### config.mk
export PLATFORM = sky130hd
export DESIGN_NAME = acc_drain_quantizer_flat
export DESIGN_NICKNAME = d
export VERILOG_FILES = /design/src/rtl/acc_pkg.sv /design/src/rtl/acc_drain_quantizer_if.sv /design/src/rtl/acc_drain_quantizer_quantize.sv /design/src/rtl/acc_drain_quantizer.sv /design/src/flat_wrapper.sv
export SDC_FILE = /design/constraint.sdc
export NUM_CORES = 1
export LEC_CHECK = 0
export CAP_MARGIN = 40
export CORE_UTILIZATION = 40
export DETAILED_ROUTE_END_ITERATION = 10
export GPL_ROUTABILITY_DRIVEN = 0
export HOLD_SLACK_MARGIN = 0.02
export PLACE_DENSITY = 0.72
export SETUP_SLACK_MARGIN = 0.15
export SYNTH_ARGS = -nofsm -noshare
export SYNTH_HDL_FRONTEND = slang
export SYNTH_SLANG_ARGS = --single-unit
export TNS_END_PERCENT = 1
### constraint.sdc
create_clock -name clk -period 2.9 [get_ports clk]
set_input_delay 0.87 -clock clk [delete_from_list [all_inputs] [get_ports clk]]
set_output_delay 0.87 -clock clk [all_outputs]
set_load 0.005 [all_outputs]
### src/rtl/acc_pkg.sv
// Shared definitions for the accumulator drain / quantize stage:
// default widths, accumulator depth, saturation ceiling and FSM encoding.
package acc_pkg;

    localparam int PARTIAL_SUM_WIDTH_DEF = 45;
    localparam int ACC_DEPTH             = 8;
    localparam int OUT_WIDTH_DEF         = 8;
    localparam int SHIFT_WIDTH_DEF       = 6;

    // Largest value an output byte can carry; anything above clips to this.
    localparam logic [OUT_WIDTH_DEF-1:0] SAT_MAX = '1;

    typedef enum logic [1:0] {
        IDLE  = 2'd0,
        DRAIN = 2'd1,
        FLUSH = 2'd2
    } drain_state_e;

endpackage

### src/rtl/acc_drain_quantizer_if.sv
// Output byte stream of the drain quantizer (valid/ready handshake).
// The producer drives valid/data/idx, the consumer drives ready.
interface acc_drain_quantizer_if #(
    parameter int OUT_WIDTH = 8,
    parameter int IDX_WIDTH = 3
);

    logic                 out_valid;
    logic                 out_ready;
    logic [OUT_WIDTH-1:0] out_data;
    logic [IDX_WIDTH-1:0] out_idx;

    modport master (output out_valid, output out_data, output out_idx, input out_ready);
    modport slave  (input out_valid, input out_data, input out_idx, output out_ready);

endinterface

### src/rtl/acc_drain_quantizer_quantize.sv
// psum_quantize: purely combinational shift / optional round / saturate of
// one unsigned partial sum down to an output byte.
// Build option: define ACC_DRAIN_ROUND_EN for round-half-up before saturation;
// without it the block is a plain truncating shift.
module psum_quantize
    import acc_pkg::*;
#(
    parameter int PARTIAL_SUM_WIDTH = PARTIAL_SUM_WIDTH_DEF,
    parameter int OUT_WIDTH         = OUT_WIDTH_DEF,
    parameter int SHIFT_WIDTH       = SHIFT_WIDTH_DEF
) (
    input  logic [PARTIAL_SUM_WIDTH-1:0] psum,
    input  logic [SHIFT_WIDTH-1:0]       shift_amt,
    output logic [OUT_WIDTH-1:0]         q_out
);

    // One spare bit so the rounding add can never overflow.
    localparam int WIDE = PARTIAL_SUM_WIDTH + 1;

    logic [WIDE-1:0] q_wide;

`ifdef ACC_DRAIN_ROUND_EN
    logic [WIDE-1:0] rounded;

    // Round half-up: add half a result LSB before shifting (no-op for shift 0).
    always_comb begin
        // NOTE: every always_comb output gets a default first so no path can infer a latch.
        rounded = {1'b0, psum};
        if (shift_amt != '0) begin
            rounded = rounded + (WIDE'(1) << (shift_amt - 1'b1));
        end
        q_wide = rounded >> shift_amt;
    end
`else
    // Truncating shift; shifts at or beyond the operand width yield zero.
    always_comb begin
        q_wide = {1'b0, psum} >> shift_amt;
    end
`endif

    // Saturate on the full-width result so no high bits are lost before the compare.
    always_comb begin
        q_out = (|q_wide[WIDE-1:OUT_WIDTH]) ? {OUT_WIDTH{1'b1}} : q_wide[OUT_WIDTH-1:0];
    end

endmodule

### src/rtl/acc_drain_quantizer.sv
// acc_drain_quantizer: on start, reads accumulator entries 0..SIZE-1 in order,
// quantizes each through psum_quantize and streams the bytes out over a
// valid/ready interface. Two register stages (S1 = raw read, S2 = output)
// with full backpressure; busy spans start..done, done pulses once per drain.
// Build option: ACC_DRAIN_ROUND_EN enables rounding inside psum_quantize.
module acc_drain_quantizer
    import acc_pkg::*;
#(
    parameter int SIZE              = ACC_DEPTH,
    parameter int PARTIAL_SUM_WIDTH = PARTIAL_SUM_WIDTH_DEF,
    parameter int OUT_WIDTH         = OUT_WIDTH_DEF,
    parameter int SHIFT_WIDTH       = SHIFT_WIDTH_DEF,
    localparam int ADDR_WIDTH       = $clog2(SIZE)
) (
    input  logic                         clk,
    input  logic                         rst,
    input  logic                         start,
    input  logic [SHIFT_WIDTH-1:0]       shift_amt,
    output logic [ADDR_WIDTH-1:0]        acc_rd_addr,
    input  logic [PARTIAL_SUM_WIDTH-1:0] acc_rd_data,
    acc_drain_quantizer_if.master        out_if,
    output logic                         busy,
    output logic                         done
);

    localparam logic [ADDR_WIDTH-1:0] LAST_ADDR = ADDR_WIDTH'(SIZE - 1);

    drain_state_e state, state_nxt;

    logic                         accept_start;
    logic                         issue;
    logic                         last_issue;
    logic                         flush_done;

    logic [ADDR_WIDTH-1:0]        rd_ptr;
    logic [SHIFT_WIDTH-1:0]       shift_q;

    logic                         s1_valid;
    logic [PARTIAL_SUM_WIDTH-1:0] s1_data;
    logic [ADDR_WIDTH-1:0]        s1_idx;
    logic                         s2_valid;
    logic [OUT_WIDTH-1:0]         s2_data;
    logic [ADDR_WIDTH-1:0]        s2_idx;
    logic [OUT_WIDTH-1:0]         q_data;

    logic                         s2_load;
    logic                         s1_adv;

    // Stall network: S2 refills when empty or drained; S1 follows S2 or fills a bubble.
    always_comb begin
        s2_load = !s2_valid || out_if.out_ready;
        s1_adv  = s2_load || !s1_valid;
    end

    // FSM state register.
    always_ff @(posedge clk) begin
        // NOTE: sequential state uses non-blocking assignments so every flop sees pre-edge values.
        if (rst) begin
            state <= IDLE;
        end else begin
            state <= state_nxt;
        end
    end

    // FSM next-state logic.
    always_comb begin
        state_nxt = state;
        unique case (state)
            IDLE:    if (accept_start) state_nxt = DRAIN;
            DRAIN:   if (last_issue)   state_nxt = FLUSH;
            FLUSH:   if (flush_done)   state_nxt = IDLE;
            default:                   state_nxt = IDLE;
        endcase
    end

    // FSM outputs and control strobes. A start coinciding with done is dropped.
    always_comb begin
        busy         = (state != IDLE);
        accept_start = (state == IDLE) && start && !done;
        issue        = (state == DRAIN) && s1_adv;
        last_issue   = issue && (rd_ptr == LAST_ADDR);
        flush_done   = (state == FLUSH) && !s1_valid && (!s2_valid || out_if.out_ready);
    end

    // Control registers: shift latched on start, read pointer, done pulse.
    always_ff @(posedge clk) begin
        if (rst) begin
            rd_ptr  <= '0;
            shift_q <= '0;
            done    <= 1'b0;
        end else begin
            done <= flush_done;
            if (accept_start) begin
                shift_q <= shift_amt;
                rd_ptr  <= '0;
            end else if (issue && (rd_ptr != LAST_ADDR)) begin
                rd_ptr <= rd_ptr + 1'b1;
            end
        end
    end

    // Read address parks on the last entry read; it never wraps past SIZE-1.
    assign acc_rd_addr = rd_ptr;

    // Pipeline registers: S1 holds the raw read, S2 the quantized output beat.
    always_ff @(posedge clk) begin
        if (rst) begin
            s1_valid <= 1'b0;
            s1_data  <= '0;
            s1_idx   <= '0;
            s2_valid <= 1'b0;
            s2_data  <= '0;
            s2_idx   <= '0;
        end else begin
            if (s1_adv) begin
                s1_valid <= issue;
                if (issue) begin
                    s1_data <= acc_rd_data;
                    s1_idx  <= rd_ptr;
                end
            end
            if (s2_load) begin
                s2_valid <= s1_valid;
                if (s1_valid) begin
                    s2_data <= q_data;
                    s2_idx  <= s1_idx;
                end
            end
        end
    end

    psum_quantize #(
        .PARTIAL_SUM_WIDTH (PARTIAL_SUM_WIDTH),
        .OUT_WIDTH         (OUT_WIDTH),
        .SHIFT_WIDTH       (SHIFT_WIDTH)
    ) u_quantize (
        .psum      (s1_data),
        .shift_amt (shift_q),
        .q_out     (q_data)
    );

    assign out_if.out_valid = s2_valid;
    assign out_if.out_data  = s2_data;
    assign out_if.out_idx   = s2_idx;

endmodule

### src/flat_wrapper.sv
// flat-port wrapper written by rule: the top's interface ports become plain ports
module acc_drain_quantizer_flat import acc_pkg::*;
#(
    parameter int SIZE              = ACC_DEPTH,
    parameter int PARTIAL_SUM_WIDTH = PARTIAL_SUM_WIDTH_DEF,
    parameter int OUT_WIDTH         = OUT_WIDTH_DEF,
    parameter int SHIFT_WIDTH       = SHIFT_WIDTH_DEF,
    localparam int ADDR_WIDTH       = $clog2(SIZE)
)
  (clk, rst, start, shift_amt, acc_rd_addr, acc_rd_data, busy, done, out_if_out_valid, out_if_out_data, out_if_out_idx, out_if_out_ready);
  acc_drain_quantizer_if #(.OUT_WIDTH(OUT_WIDTH), .IDX_WIDTH(3)) out_if_i ();
  input  logic clk;
  input  logic rst;
  input  logic start;
  input  logic [SHIFT_WIDTH-1:0] shift_amt;
  output logic [ADDR_WIDTH-1:0] acc_rd_addr;
  input  logic [PARTIAL_SUM_WIDTH-1:0] acc_rd_data;
  output logic busy;
  output logic done;
  output wire logic [$bits(out_if_i.out_valid)-1:0] out_if_out_valid;
  output wire logic [$bits(out_if_i.out_data)-1:0] out_if_out_data;
  output wire logic [$bits(out_if_i.out_idx)-1:0] out_if_out_idx;
  input wire logic [$bits(out_if_i.out_ready)-1:0] out_if_out_ready;
  assign out_if_out_valid = out_if_i.out_valid;
  assign out_if_out_data = out_if_i.out_data;
  assign out_if_out_idx = out_if_i.out_idx;
  assign out_if_i.out_ready = out_if_out_ready;
  acc_drain_quantizer #(.SIZE(SIZE), .PARTIAL_SUM_WIDTH(PARTIAL_SUM_WIDTH), .OUT_WIDTH(OUT_WIDTH), .SHIFT_WIDTH(SHIFT_WIDTH)) u_core (.clk(clk), .rst(rst), .start(start), .shift_amt(shift_amt), .acc_rd_addr(acc_rd_addr), .acc_rd_data(acc_rd_data), .out_if(out_if_i), .busy(busy), .done(done));
endmodule
==> flow_summary.ini <==
[timing]
period_needed_ns = 2.83
slew_headroom_pct = 39.3
worst_pin_slew_ns = 0.909
rsz0062_at_grt = yes
slew_violations = 0
max_freq_mhz = 353
fin_skew_ns = 0.00891
setup-violations-final = 0
fin_tns_setup_ns = 0
hold_viol_final = 0
period_share_pct = 97.7
hold_ws_ns = 0.453
layout_setup_ws_ns = 0.0680

[power]
power.density_nw_per_um2 = 448
ir_drop_mv = 0.253
leakagePower_nw = 2.48

[critical_path]
cp_data_required_time_ns = 3.12
cp-end-kind = flip-flop
cp.arrival_ns = 3.06
crit_fanout = 8
critical_path_class = reg -> reg
cp-start-kind = flip-flop

[synth]
seq_area_frac_synth_pct = 27.9
synth_edf_count = 0
ys_warn_count = 0
synth.distinct_cells = 62
synth_compound_area_share_pct = 18.0
synth-seq-cells = 73
synthMuxAreaShare_pct = 26.4
syn_avg_cell_area_sq_um = 8.28
synth_area_sq_um = 5240
synth_nets = 690
synthTopCellsByArea = dfxtp_1 28%, mux4_2 16%, nand2_1 11%, a21oi_1 7.7%, mux2i_1 5.0%
syn_inst = 633
synth_xor_area_share_pct = 0.334
yosysTopAreaCellShare_pct = 27.9
synth_largest_area_cell = dfxtp_1
yosys.area_share.simple_pct = 21.8
synth_top_family_by_area = multiplexers
async_flop_share_pct = 0
ys.flop_type = dfxtp_1
synthAdderAreaFrac_pct = 0.477

[final_layout]
final_common_cell = nand2_1
antennaDiodeCount = 0
fin_util_pct = 54.1
n_fill_cell = 1160
syn_to_final_growth_pct = 31.2
drive_gt1_share_pct = 20.8
final_area_sq_um = 6880
fin_nets = 778
multi_input_area_sq_um = 3560
layout_common_cells = 150 x nand2_1, 74 x a21oi_1, 70 x clkdlybuf4s50_1, 70 x dfxtp_1, 54 x nor2_1
seq_area_sq_um = 1470

[clock_tree]
cts_sinks = 73
cts.clk_slew.worst_paths_ns = 0.06
numCtsBuffers = 9
htree_levels = 3
root_buffer = clkbuf_16
cts_tree = done
cts_buffer_depth = 2
insertion_delay_ns = 0.34
postCtsHoldBufs = 0

[drt]
dr.pass1.iters = 6
route.detailed.drc = 0
viasPerCell = 5.92
drt-total-wl_mm = 15.9
first_iter_violations = 423
antenna_left = 0
avgRoutedWirePerCell_um = 17.7
route.vias.total = 5320

[min_path]
worst_hold_path_type = reg -> reg

[die]
core_area_sq_um = 12700
die_width_um = 116
die_area_sq_um = 13600
num_rows = 41
die_h_um = 116
start_util_pct = 41.2
io_pins = 72

[placement]
pre_cts_slack_ns = -0.0683
io_buffers = 71
dpl-instance-area_sq_um = 6340
hpwl_mm = 11.4

[global_route]
grt_pass1_wl_mm = 25.0
grt_overflow = 0
antenna_found_initial = 0
grt_pass1_vias = 4946
grt_max_degree = 49
grt_usage_pct = 24.0

[flow_run]
maxCapViolCount = 0

[status]
status = completed
power breakdown:
group          internal (W)  switching (W)
sequential          0.00106      0.0000848
combinational      0.000416       0.000390
clock              0.000673       0.000459
total               0.00214       0.000934
cell type report:
class / count / share of cell area [%]
multi-input cells: 500 / 51.8
flip-flops and latches: 73 / 21.4
repair buffers: 131 / 19.0
clock buffers: 9 / 3.27
well taps: 172 / 3.13
clock inverters: 7 / 1.13
inverters: 6 / 0.327
worst paths after layout:
path,startpoint,end,slack (ns),cells past startpoint
hold / removal,u_core.out_if.out_idx[1],u_core.out_if.out_idx[1],0.45,2
hold reg to reg,u_core.out_if.out_idx[1],u_core.out_if.out_idx[1],0.45,2
setup / recovery,u_core.shift_q[1],u_core.out_if.out_data[3],0.07,10
setup reg to reg,u_core.shift_q[1],u_core.out_if.out_data[3],0.07,10
synth_stat cells (3+ instances only):
library cell / n
nand2_1: 150
a21oi_1: 81
dfxtp_1: 73
nor2_1: 54
mux4_2: 37
clkbuf_1: 30
mux2i_1: 26
mux2_2: 15
o21ai_0: 15
buf_2: 13
and2_1: 8
nand2b_1: 8
nor2b_1: 7
a311oi_1: 6
and3_1: 6
buf_1: 6
inv_1: 6
nand3_1: 6
nor3_1: 6
a22oi_1: 4
mux4_1: 4
a211oi_1: 3
a221o_1: 3
a31oi_1: 3
buf_6: 3
o211ai_1: 3
o221ai_1: 3
o22ai_1: 3
or2_2: 3
state kept, by name, summed over array words and instances (netlist names):
| register | flops |
|---|---|
| u_core.s1_data | 45 |
| u_core.out_if.out_data | 8 |
| u_core.shift_q | 6 |
| u_core.acc_rd_addr | 3 |
| u_core.out_if.out_idx | 3 |
| u_core.s1_idx | 3 |
| u_core.state | 2 |
| u_core.done | 1 |
| u_core.out_if.out_valid | 1 |
| u_core.s1_valid | 1 |
cells by family after synthesis:
kind of cell,after synthesis
compound gates,151
xor+xnor,2
fa+ha+maj,2
buf+inv,60
flops,73
mux,83
simple gates,262
routing by layer:
layer,vias up,track usage (%),wire length (um)
li1,2487,-,-
met1,2490,30.0,6410
met2,284,38.7,7530
met3,59,4.77,1220
met4,0,13.5,732
met5,-,0,0
worst max-delay path, cell delays in order, from the launching register on:
cell      delay, ns
dfxtp_4        0.36
buf_12         0.14
buf_12         0.12
mux2_4         0.30
a221o_1        0.35
a221o_1        0.40
a221oi_2       0.31
a32oi_2        0.17
nor4_4         0.32
buf_6          0.18
a21oi_1        0.07
stage by stage:
step                      power (W)  instances
after floorplan             0.00161        633
after global placement      0.00187        865
after detailed placement    0.00190        866
after CTS                   0.00305        891
after global routing        0.00320        898
final                       0.00308        898
what timing repair did:
| item | CTS | global route |
|---|---|---|
| gates cloned | 0 | 1 |
| endpoints found under the setup margin | 8 | 8 |
| setup buffers | 9 | 6 |
| gates resized for setup | 13 | 13 |
| pin swaps | 5 | 11 |
No activity file was read; power rests on OpenSTA's default activity.
